$ cat config.mk
export PLATFORM = sky130hd
export DESIGN_NAME = cla_addsub_pipe_flat
export DESIGN_NICKNAME = d
export VERILOG_FILES = /design/src/rtl/cla_addsub_pipe_if.sv /design/src/rtl/cla_addsub_pipe.sv /design/src/flat_wrapper.sv
export SDC_FILE = /design/constraint.sdc
export NUM_CORES = 1
export LEC_CHECK = 0
export BUFFER_PORTS_ARGS = -buffer_cell sky130_fd_sc_hd__clkbuf_2
export CELL_PAD_IN_SITES_DETAIL_PLACEMENT = 1
export CELL_PAD_IN_SITES_GLOBAL_PLACEMENT = 1
export CORE_ASPECT_RATIO = 0.7
export CORE_MARGIN = 4
export CORE_UTILIZATION = 40
export DETAILED_ROUTE_END_ITERATION = 8
export PLACE_DENSITY = 0.83
export SLEW_MARGIN = 20
export SYNTH_ARGS = -nofsm -noshare
export SYNTH_HDL_FRONTEND = slang
export SYNTH_SLANG_ARGS = --single-unit
$ cat constraint.sdc
create_clock -name clk -period 1.8 [get_ports clk]
set_input_delay 0 -clock clk [delete_from_list [all_inputs] [get_ports clk]]
set_output_delay 0 -clock clk [all_outputs]
set_load 0.03 [all_outputs]
$ cat src/rtl/cla_addsub_pipe_if.sv
// Operand/result bundle for cla_addsub_pipe: valid/ready request side plus
// valid/ready result side with sum and status flags.
interface cla_addsub_pipe_if #(
  parameter int unsigned WIDTH = 16
);
  logic             in_valid;
  logic             in_ready;
  logic [WIDTH-1:0] a;
  logic [WIDTH-1:0] b;
  logic [1:0]       op;
  logic             out_valid;
  logic             out_ready;
  logic [WIDTH-1:0] sum;
  logic             cout;
  logic             ovfl;
  logic             zero;
  logic             neg;

  modport slave (
    input  in_valid, a, b, op, out_ready,
    output in_ready, out_valid, sum, cout, ovfl, zero, neg
  );

  modport master (
    output in_valid, a, b, op, out_ready,
    input  in_ready, out_valid, sum, cout, ovfl, zero, neg
  );
endinterface

$ cat src/rtl/cla_addsub_pipe.sv
// Pipelined carry-lookahead adder/subtractor with optional saturation.
// GROUP-bit CLA slices, carry chain split across STAGES register stages.
module cla_addsub_pipe #(
  parameter int unsigned WIDTH  = 16,
  parameter int unsigned GROUP  = 4,
  parameter int unsigned STAGES = 2
) (
  input logic              clk,
  input logic              rst_n,
  cla_addsub_pipe_if.slave bus
);

  localparam int unsigned NSLICE = WIDTH / GROUP;
  localparam int unsigned SPS    = NSLICE / STAGES;
  localparam int unsigned BPS    = GROUP * SPS;
  localparam logic [WIDTH-1:0] SAT_MAX = {1'b0, {(WIDTH-1){1'b1}}};
  localparam logic [WIDTH-1:0] SAT_MIN = {1'b1, {(WIDTH-1){1'b0}}};

  typedef struct packed {
    logic [WIDTH-1:0] a;
    logic [WIDTH-1:0] bi;
    logic [WIDTH-1:0] raw;
    logic             c;
    logic [1:0]       op;
  } stage_t;

  logic [1:0]        rst_sync_q;
  logic              rst_int_n;
  logic [STAGES-1:0] v_q;
  logic [STAGES-1:0] vin;
  logic [STAGES-1:0] ld;
  logic [STAGES-1:0] adv;
  stage_t            src   [STAGES];
  stage_t            stg_d [STAGES];
  stage_t            stg_q [STAGES];
  stage_t            fin;
  logic [WIDTH-1:0]  sum_d, sum_q;
  logic              cout_d, cout_q;
  logic              ovfl_d, ovfl_q;
  logic              zero_d, zero_q;
  logic              neg_d, neg_q;

  // Carries of one slice in sum-of-products lookahead form.
  function automatic logic [GROUP:0] cla_carries(
    input logic [GROUP-1:0] g,
    input logic [GROUP-1:0] p,
    input logic             c0
  );
    logic [GROUP:0] c;
    logic           t;
    logic           pr;
    c    = '0;
    c[0] = c0;
    for (int unsigned i = 0; i < GROUP; i++) begin
      t  = 1'b0;
      pr = 1'b1;
      for (int unsigned j = 0; j <= i; j++) begin
        t  = t | (g[i-j] & pr);
        pr = pr & p[i-j];
      end
      c[i+1] = t | (c0 & pr);
    end
    return c;
  endfunction

  // Asynchronous assert, clock-synchronous release.
  always_ff @(posedge clk or negedge rst_n) begin
    if (!rst_n) rst_sync_q <= '0;
    else        rst_sync_q <= {rst_sync_q[0], 1'b1};
  end

  assign rst_int_n = rst_sync_q[1];

  always_comb begin
    vin = '0;
    ld  = '0;
    adv = '0;
    vin[0] = bus.in_valid;
    for (int unsigned k = 1; k < STAGES; k++) vin[k] = v_q[k-1];
    adv[STAGES-1] = bus.out_ready;
    ld[STAGES-1]  = ~v_q[STAGES-1] | adv[STAGES-1];
    for (int unsigned i = 1; i < STAGES; i++) begin
      adv[STAGES-1-i] = ld[STAGES-i];
      ld[STAGES-1-i]  = ~v_q[STAGES-1-i] | adv[STAGES-1-i];
    end
  end

  assign bus.in_ready = ld[0] & rst_int_n;

  // Each stage fills its own bit window; higher bits pass through untouched.
  always_comb begin
    stage_t           st;
    logic             cy;
    logic [GROUP-1:0] ga;
    logic [GROUP-1:0] gb;
    logic [GROUP:0]   cc;
    int unsigned      lo;
    st = '0;
    cy = 1'b0;
    ga = '0;
    gb = '0;
    cc = '0;
    lo = 0;
    src[0].a   = bus.a;
    src[0].bi  = bus.op[0] ? ~bus.b : bus.b;
    src[0].raw = '0;
    src[0].c   = bus.op[0];
    src[0].op  = bus.op;
    for (int unsigned k = 1; k < STAGES; k++) src[k] = stg_q[k-1];
    for (int unsigned k = 0; k < STAGES; k++) begin
      st = src[k];
      cy = st.c;
      for (int unsigned s = 0; s < SPS; s++) begin
        lo = k * BPS + s * GROUP;
        ga = st.a[lo +: GROUP];
        gb = st.bi[lo +: GROUP];
        cc = cla_carries(ga & gb, ga ^ gb, cy);
        st.raw[lo +: GROUP] = ga ^ gb ^ cc[GROUP-1:0];
        cy = cc[GROUP];
      end
      st.c     = cy;
      stg_d[k] = st;
    end
  end

  always_comb begin
    fin    = stg_d[STAGES-1];
    ovfl_d = (fin.a[WIDTH-1] == fin.bi[WIDTH-1]) & (fin.raw[WIDTH-1] != fin.a[WIDTH-1]);
    cout_d = fin.c;
    if (fin.op[1] && ovfl_d) sum_d = fin.a[WIDTH-1] ? SAT_MIN : SAT_MAX;
    else                     sum_d = fin.raw;
    zero_d = (sum_d == '0);
    neg_d  = sum_d[WIDTH-1];
  end

  always_ff @(posedge clk or negedge rst_int_n) begin
    if (!rst_int_n) begin
      v_q    <= '0;
      sum_q  <= '0;
      cout_q <= 1'b0;
      ovfl_q <= 1'b0;
      zero_q <= 1'b0;
      neg_q  <= 1'b0;
      for (int unsigned k = 0; k < STAGES; k++) stg_q[k] <= '0;
    end else begin
      for (int unsigned k = 0; k < STAGES; k++) begin
        if (ld[k]) begin
          v_q[k] <= vin[k];
          if (vin[k]) stg_q[k] <= stg_d[k];
        end
      end
      if (ld[STAGES-1] && vin[STAGES-1]) begin
        sum_q  <= sum_d;
        cout_q <= cout_d;
        ovfl_q <= ovfl_d;
        zero_q <= zero_d;
        neg_q  <= neg_d;
      end
    end
  end

  assign bus.out_valid = v_q[STAGES-1];
  assign bus.sum       = sum_q;
  assign bus.cout      = cout_q;
  assign bus.ovfl      = ovfl_q;
  assign bus.zero      = zero_q;
  assign bus.neg       = neg_q;

endmodule

$ cat src/flat_wrapper.sv
// flat-port wrapper written by rule: the top's interface ports become plain ports
module cla_addsub_pipe_flat 
#(
  parameter int unsigned WIDTH  = 16,
  parameter int unsigned GROUP  = 4,
  parameter int unsigned STAGES = 2
)
  (clk, rst_n, bus_in_valid, bus_a, bus_b, bus_op, bus_out_ready, bus_in_ready, bus_out_valid, bus_sum, bus_cout, bus_ovfl, bus_zero, bus_neg);
  cla_addsub_pipe_if #(.WIDTH(WIDTH)) bus_i ();
  input logic clk;
  input logic rst_n;
  input wire logic [$bits(bus_i.in_valid)-1:0] bus_in_valid;
  input wire logic [$bits(bus_i.a)-1:0] bus_a;
  input wire logic [$bits(bus_i.b)-1:0] bus_b;
  input wire logic [$bits(bus_i.op)-1:0] bus_op;
  input wire logic [$bits(bus_i.out_ready)-1:0] bus_out_ready;
  output wire logic [$bits(bus_i.in_ready)-1:0] bus_in_ready;
  output wire logic [$bits(bus_i.out_valid)-1:0] bus_out_valid;
  output wire logic [$bits(bus_i.sum)-1:0] bus_sum;
  output wire logic [$bits(bus_i.cout)-1:0] bus_cout;
  output wire logic [$bits(bus_i.ovfl)-1:0] bus_ovfl;
  output wire logic [$bits(bus_i.zero)-1:0] bus_zero;
  output wire logic [$bits(bus_i.neg)-1:0] bus_neg;
  assign bus_i.in_valid = bus_in_valid;
  assign bus_i.a = bus_a;
  assign bus_i.b = bus_b;
  assign bus_i.op = bus_op;
  assign bus_i.out_ready = bus_out_ready;
  assign bus_in_ready = bus_i.in_ready;
  assign bus_out_valid = bus_i.out_valid;
  assign bus_sum = bus_i.sum;
  assign bus_cout = bus_i.cout;
  assign bus_ovfl = bus_i.ovfl;
  assign bus_zero = bus_i.zero;
  assign bus_neg = bus_i.neg;
  cla_addsub_pipe #(.WIDTH(WIDTH), .GROUP(GROUP), .STAGES(STAGES)) u_core (.clk(clk), .rst_n(rst_n), .bus(bus_i));
endmodule
==> results.md <==
- Area of combinational cells with multiple inputs: 1720 um^2
- Util after Layout: 0.625
- Post-synthesis cell type count: 46
- Worst hold margin: -0.00271 ns
- Number of input and output port buffers inserted: 59
- Worst min-delay path class: primary input to register
- Slew of the pin with the lowest slew margin: 0.619 ns
- End of the worst register-to-register path: u_core.bus.zero$_DFFE_PN0P_
- Number of clock sinks seen by CTS: 49
- Post-synth top cells: dfrtp_1 (49), nand2_1 (24), o21ai_0 (18)
- Worst path cell trace: ha_4 > o21ai_4 > o21bai_4 > a21oi_2 > fa_1 > nor4b_4 > nand2_1 > nor4_2 > a41oi_1 > a32oi_1
- Share of the yosys chip area belonging to registers: 0.441
- Min Clock Period, post-route: 2.62 ns
- Flop2flop setup slack: -0.82 ns
- Category of the worst setup path capture point: register
- Detailed-routing iteration count for the pre-antenna-repair pass: 4
- Clock slew at the register clock pins of the worst setup and hold paths: 0.10 ns
- CP max-delay cell: fa_1
- Total core area: 6760 um^2
- Area growth from synthesis to final layout: 52.0%
- Half-perimeter wire length of the detailed placement result: 6.09 mm
- Worst vdd ir: 0.000498 V
- Vias: 2533
- Count of state elements after synthesis: 49
- Setup skew after layout: 0.0101 ns
- Pin count of the biggest net entering global routing: 48
- Mapped Nets: 313
- Critical-path maximum fanout: 2
- H-tree level count: 2
- Top achievable clock speed: 382 MHz
- Leakage component of the power: 0.00194 uW
- Worst path setup slack after routing: -0.819 ns
- Fraction of final layout cells with drive strength greater than 1: 0.463
- Setup repair after global routing missed its margin: true
- Type of origin of the critical path: register
- Floorplan die width: 108 um
- Switching part of the total power: 0.404
- Violation count after the first detailed-route iteration: 64
- Area enclosed by the die boundary: 8360 um^2
- Logic depth of the worst register-to-register path: 10
- Slew Viols, Final: 0
- Slew margin rel.: 0.587
- Maximum buffer depth of the clock tree: 2
- Drt via density: 5.27
- Post-synth EDFFs: 0
- Skew-Pair Late Insertion Delay: 0.31 ns
- Area share of the leading cell type in the synthesized netlist: 0.441
- Total negative slack for setup checks: -9.82 ns
- Total routed wirelength: 9.63 mm
- Crit path to: u_core.bus.zero$_DFFE_PN0P_
- Number of antenna violations at the first check in global routing: 0
- Cell count after synthesis: 256
- Number of global-route vias before repair: 2712
- Final RePlAce weighted congestion: 0.855
- Data arrival, critical path: 2.85 ns
- Overall power consumption: 5400 uW
- Most frequent cell after synthesis: dfrtp_1
- Result of the run: complete, but fails checks
- Inserted Clock Buffers: 5
- Wire length of the first global-routing pass: 14.3 mm
- Primary flip-flop cell chosen by synthesis mapping: dfrtp_1
- Post-route DRC: 0
- Kind of critical path: register to register
- Combinational group share of total power: 0.528
- Total non-filler cell area in the finished layout: 4220 um^2
- Row cnt: 25
- Post-synthesis average cell area: 10.9 um^2
- Max capacitance violation total: 0
- Proportion of power drawn by the clock network: 0.158
- Post-DP Area: 3610 um^2
- Number of nets in the finished design: 443
- Initial standard-cell utilization of the core: 0.411
- Ys async rst share: 1.00
- Chip Height: 77.7 um
- Antenna diode count: 0
- Endpoints failing hold: 1
- Ranking of synthesized cells by area: dfrtp_1 (44%), ha_1 (7.2%), o221a_2 (5.7%)
- Leftover overflow at the end of global routing: 0
- Reg power frac: 0.314
- Synth Cell Area: 2780 um^2
- Critical path required time: 2.03 ns
- FILL cells: 752
- CTS tree: built
- WL/cell: 20.0 um
- Total routing usage reported by global routing: 0.220
- Root buffer selected by CTS: clkbuf_8
- Number of top-level pins: 60
- Post-DRT Antenna Nets: 0
- Failing checks: hold timing, setup timing
- Storage cell area: 1230 um^2
- Cell type with the largest total area after synthesis: dfrtp_1
- Net Switching: 2180 uW
- Internal power consumption: 3220 uW
- Number of synthesis warnings: 0
- PD cells: 1280 nW/um^2
- Number of setup violations in the final report: 19
- Critical Path Start: u_core.fin[45]$_DFFE_PN0P_
- Source of the worst register-to-register timing path: u_core.fin[45]$_DFFE_PN0P_
- Fraction of the cycle the final worst path needs: 1.46
- Slowest stage delay, CP: 0.51 ns
[registers in the layout, indices dropped and copies added, names as in the netlist]
register / cells
u_core.fin: 25
u_core.bus.sum: 16
u_core.rst_sync_q: 2
u_core.v_q: 2
u_core.bus.cout: 1
u_core.bus.ovfl: 1
u_core.bus.zero: 1
u_core.src: 1
[cells by family (layout without fill, tap and decap cells)]
group	count (synthesis)	in the layout	share of synthesized area
compound gates	66	66	0.186
xor+xnor	28	28	0.0883
fa+ha+maj	19	19	0.0937
buf+inv	23	154	0.0383
flops	49	49	0.441
mux	14	14	0.0550
other cells	1	1	0.00135
simple gates	56	56	0.0955
[stage by stage]
stage,hold WS [ns],std cells,worst slack [ns]
after global placement,-0.214,444,-0.483
after global routing,0.0441,481,-1.00
after floorplan,-0.296,256,-0.485
after detailed placement,-0.211,444,-0.632
after CTS,0.00141,476,-0.658
final,-0.00271,481,-0.819
[cells in the final DEF, fill, tap and decap left out, types with 2 or more instances in the layout]
cell | netlist | routed
fa_1 | 3 | 2
o221a_4 | 0 | 12
mux2i_1 | 4 | 4
nand2_1 | 24 | 24
o21ai_0 | 18 | 16
o311ai_0 | 2 | 2
a211oi_1 | 2 | 2
dfrtp_1 | 49 | 48
dlygate4sd3_1 | 0 | 17
clkbuf_8 | 0 | 6
mux2_2 | 10 | 10
o221a_2 | 14 | 2
o211ai_1 | 3 | 3
nand3_1 | 3 | 3
ha_1 | 16 | 12
buf_12 | 0 | 2
nor2_1 | 10 | 10
inv_1 | 10 | 10
xnor2_1 | 16 | 15
and2_1 | 3 | 3
a21oi_4 | 0 | 3
a21o_2 | 2 | 2
xor2_1 | 12 | 12
buf_4 | 2 | 42
clkbuf_2 | 0 | 59
nor3_1 | 3 | 3
a21oi_1 | 10 | 3
ha_4 | 0 | 3
buf_6 | 1 | 16
nand2b_1 | 3 | 3
nor2b_1 | 2 | 2
a21oi_2 | 2 | 6
[per-layer routing]
metal,wire length (um),GRT usage,up-vias
met4,147,0.0467,0
met3,433,0.0366,16
met2,5000,0.391,69
li1,-,-,1174
met5,0,0,-
met1,4050,0.281,1274
[final cells by class]
type / instances / share of cell area
Clock inverter: 2 / 0.00889
Timing Repair Buffer: 136 / 0.237
Tap cell: 94 / 0.0279
Clock buffer: 6 / 0.0196
Inverter: 10 / 0.00889
Sequential cell: 49 / 0.291
Multi-Input combinational cell: 184 / 0.407
[worst max-delay path, delay by kind of cell, from the launching register on]
family,cells,cell delay (ns)
compound gates,5,0.75
simple gates,3,0.54
flops,1,0.43
fa+ha+maj,2,0.82
[power by group through the flow]
stage          Clock (uW)  Combinational, uW  Sequential (uW)
2_1_floorplan           0               1140             1950
3_3_place_gp            0               2250             1650
3_5_place_dp            0               2350             1660
4_1_cts               843               2640             1660
5_1_grt               920               3030             1720
6_report              854               2850             1700
[what timing repair did]
action                                  CTS  global route
gates resized for setup                  28            13
pin swaps                                16             8
setup buffers                             7             8
cloned                                    2             0
endpoints found under the setup margin   19            20
hold endpoints to repair                 17             0
hold buffers                             17             0
[worst min path at each step]
stage                                      to       from  cells after the start
2_1_floorplan  u_core.rst_sync_q[0]$_DFF_PN0_      rst_n                      0
3_3_place_gp   u_core.rst_sync_q[0]$_DFF_PN0_      rst_n                      1
3_5_place_dp   u_core.rst_sync_q[0]$_DFF_PN0_      rst_n                      1
4_1_cts            u_core.fin[34]$_DFFE_PN0P_  bus_b[15]                      3
5_1_grt            u_core.fin[31]$_DFFE_PN0P_  bus_b[12]                      4
6_report           u_core.fin[34]$_DFFE_PN0P_  bus_b[15]                      3
Power figures use the tool's default switching activity.
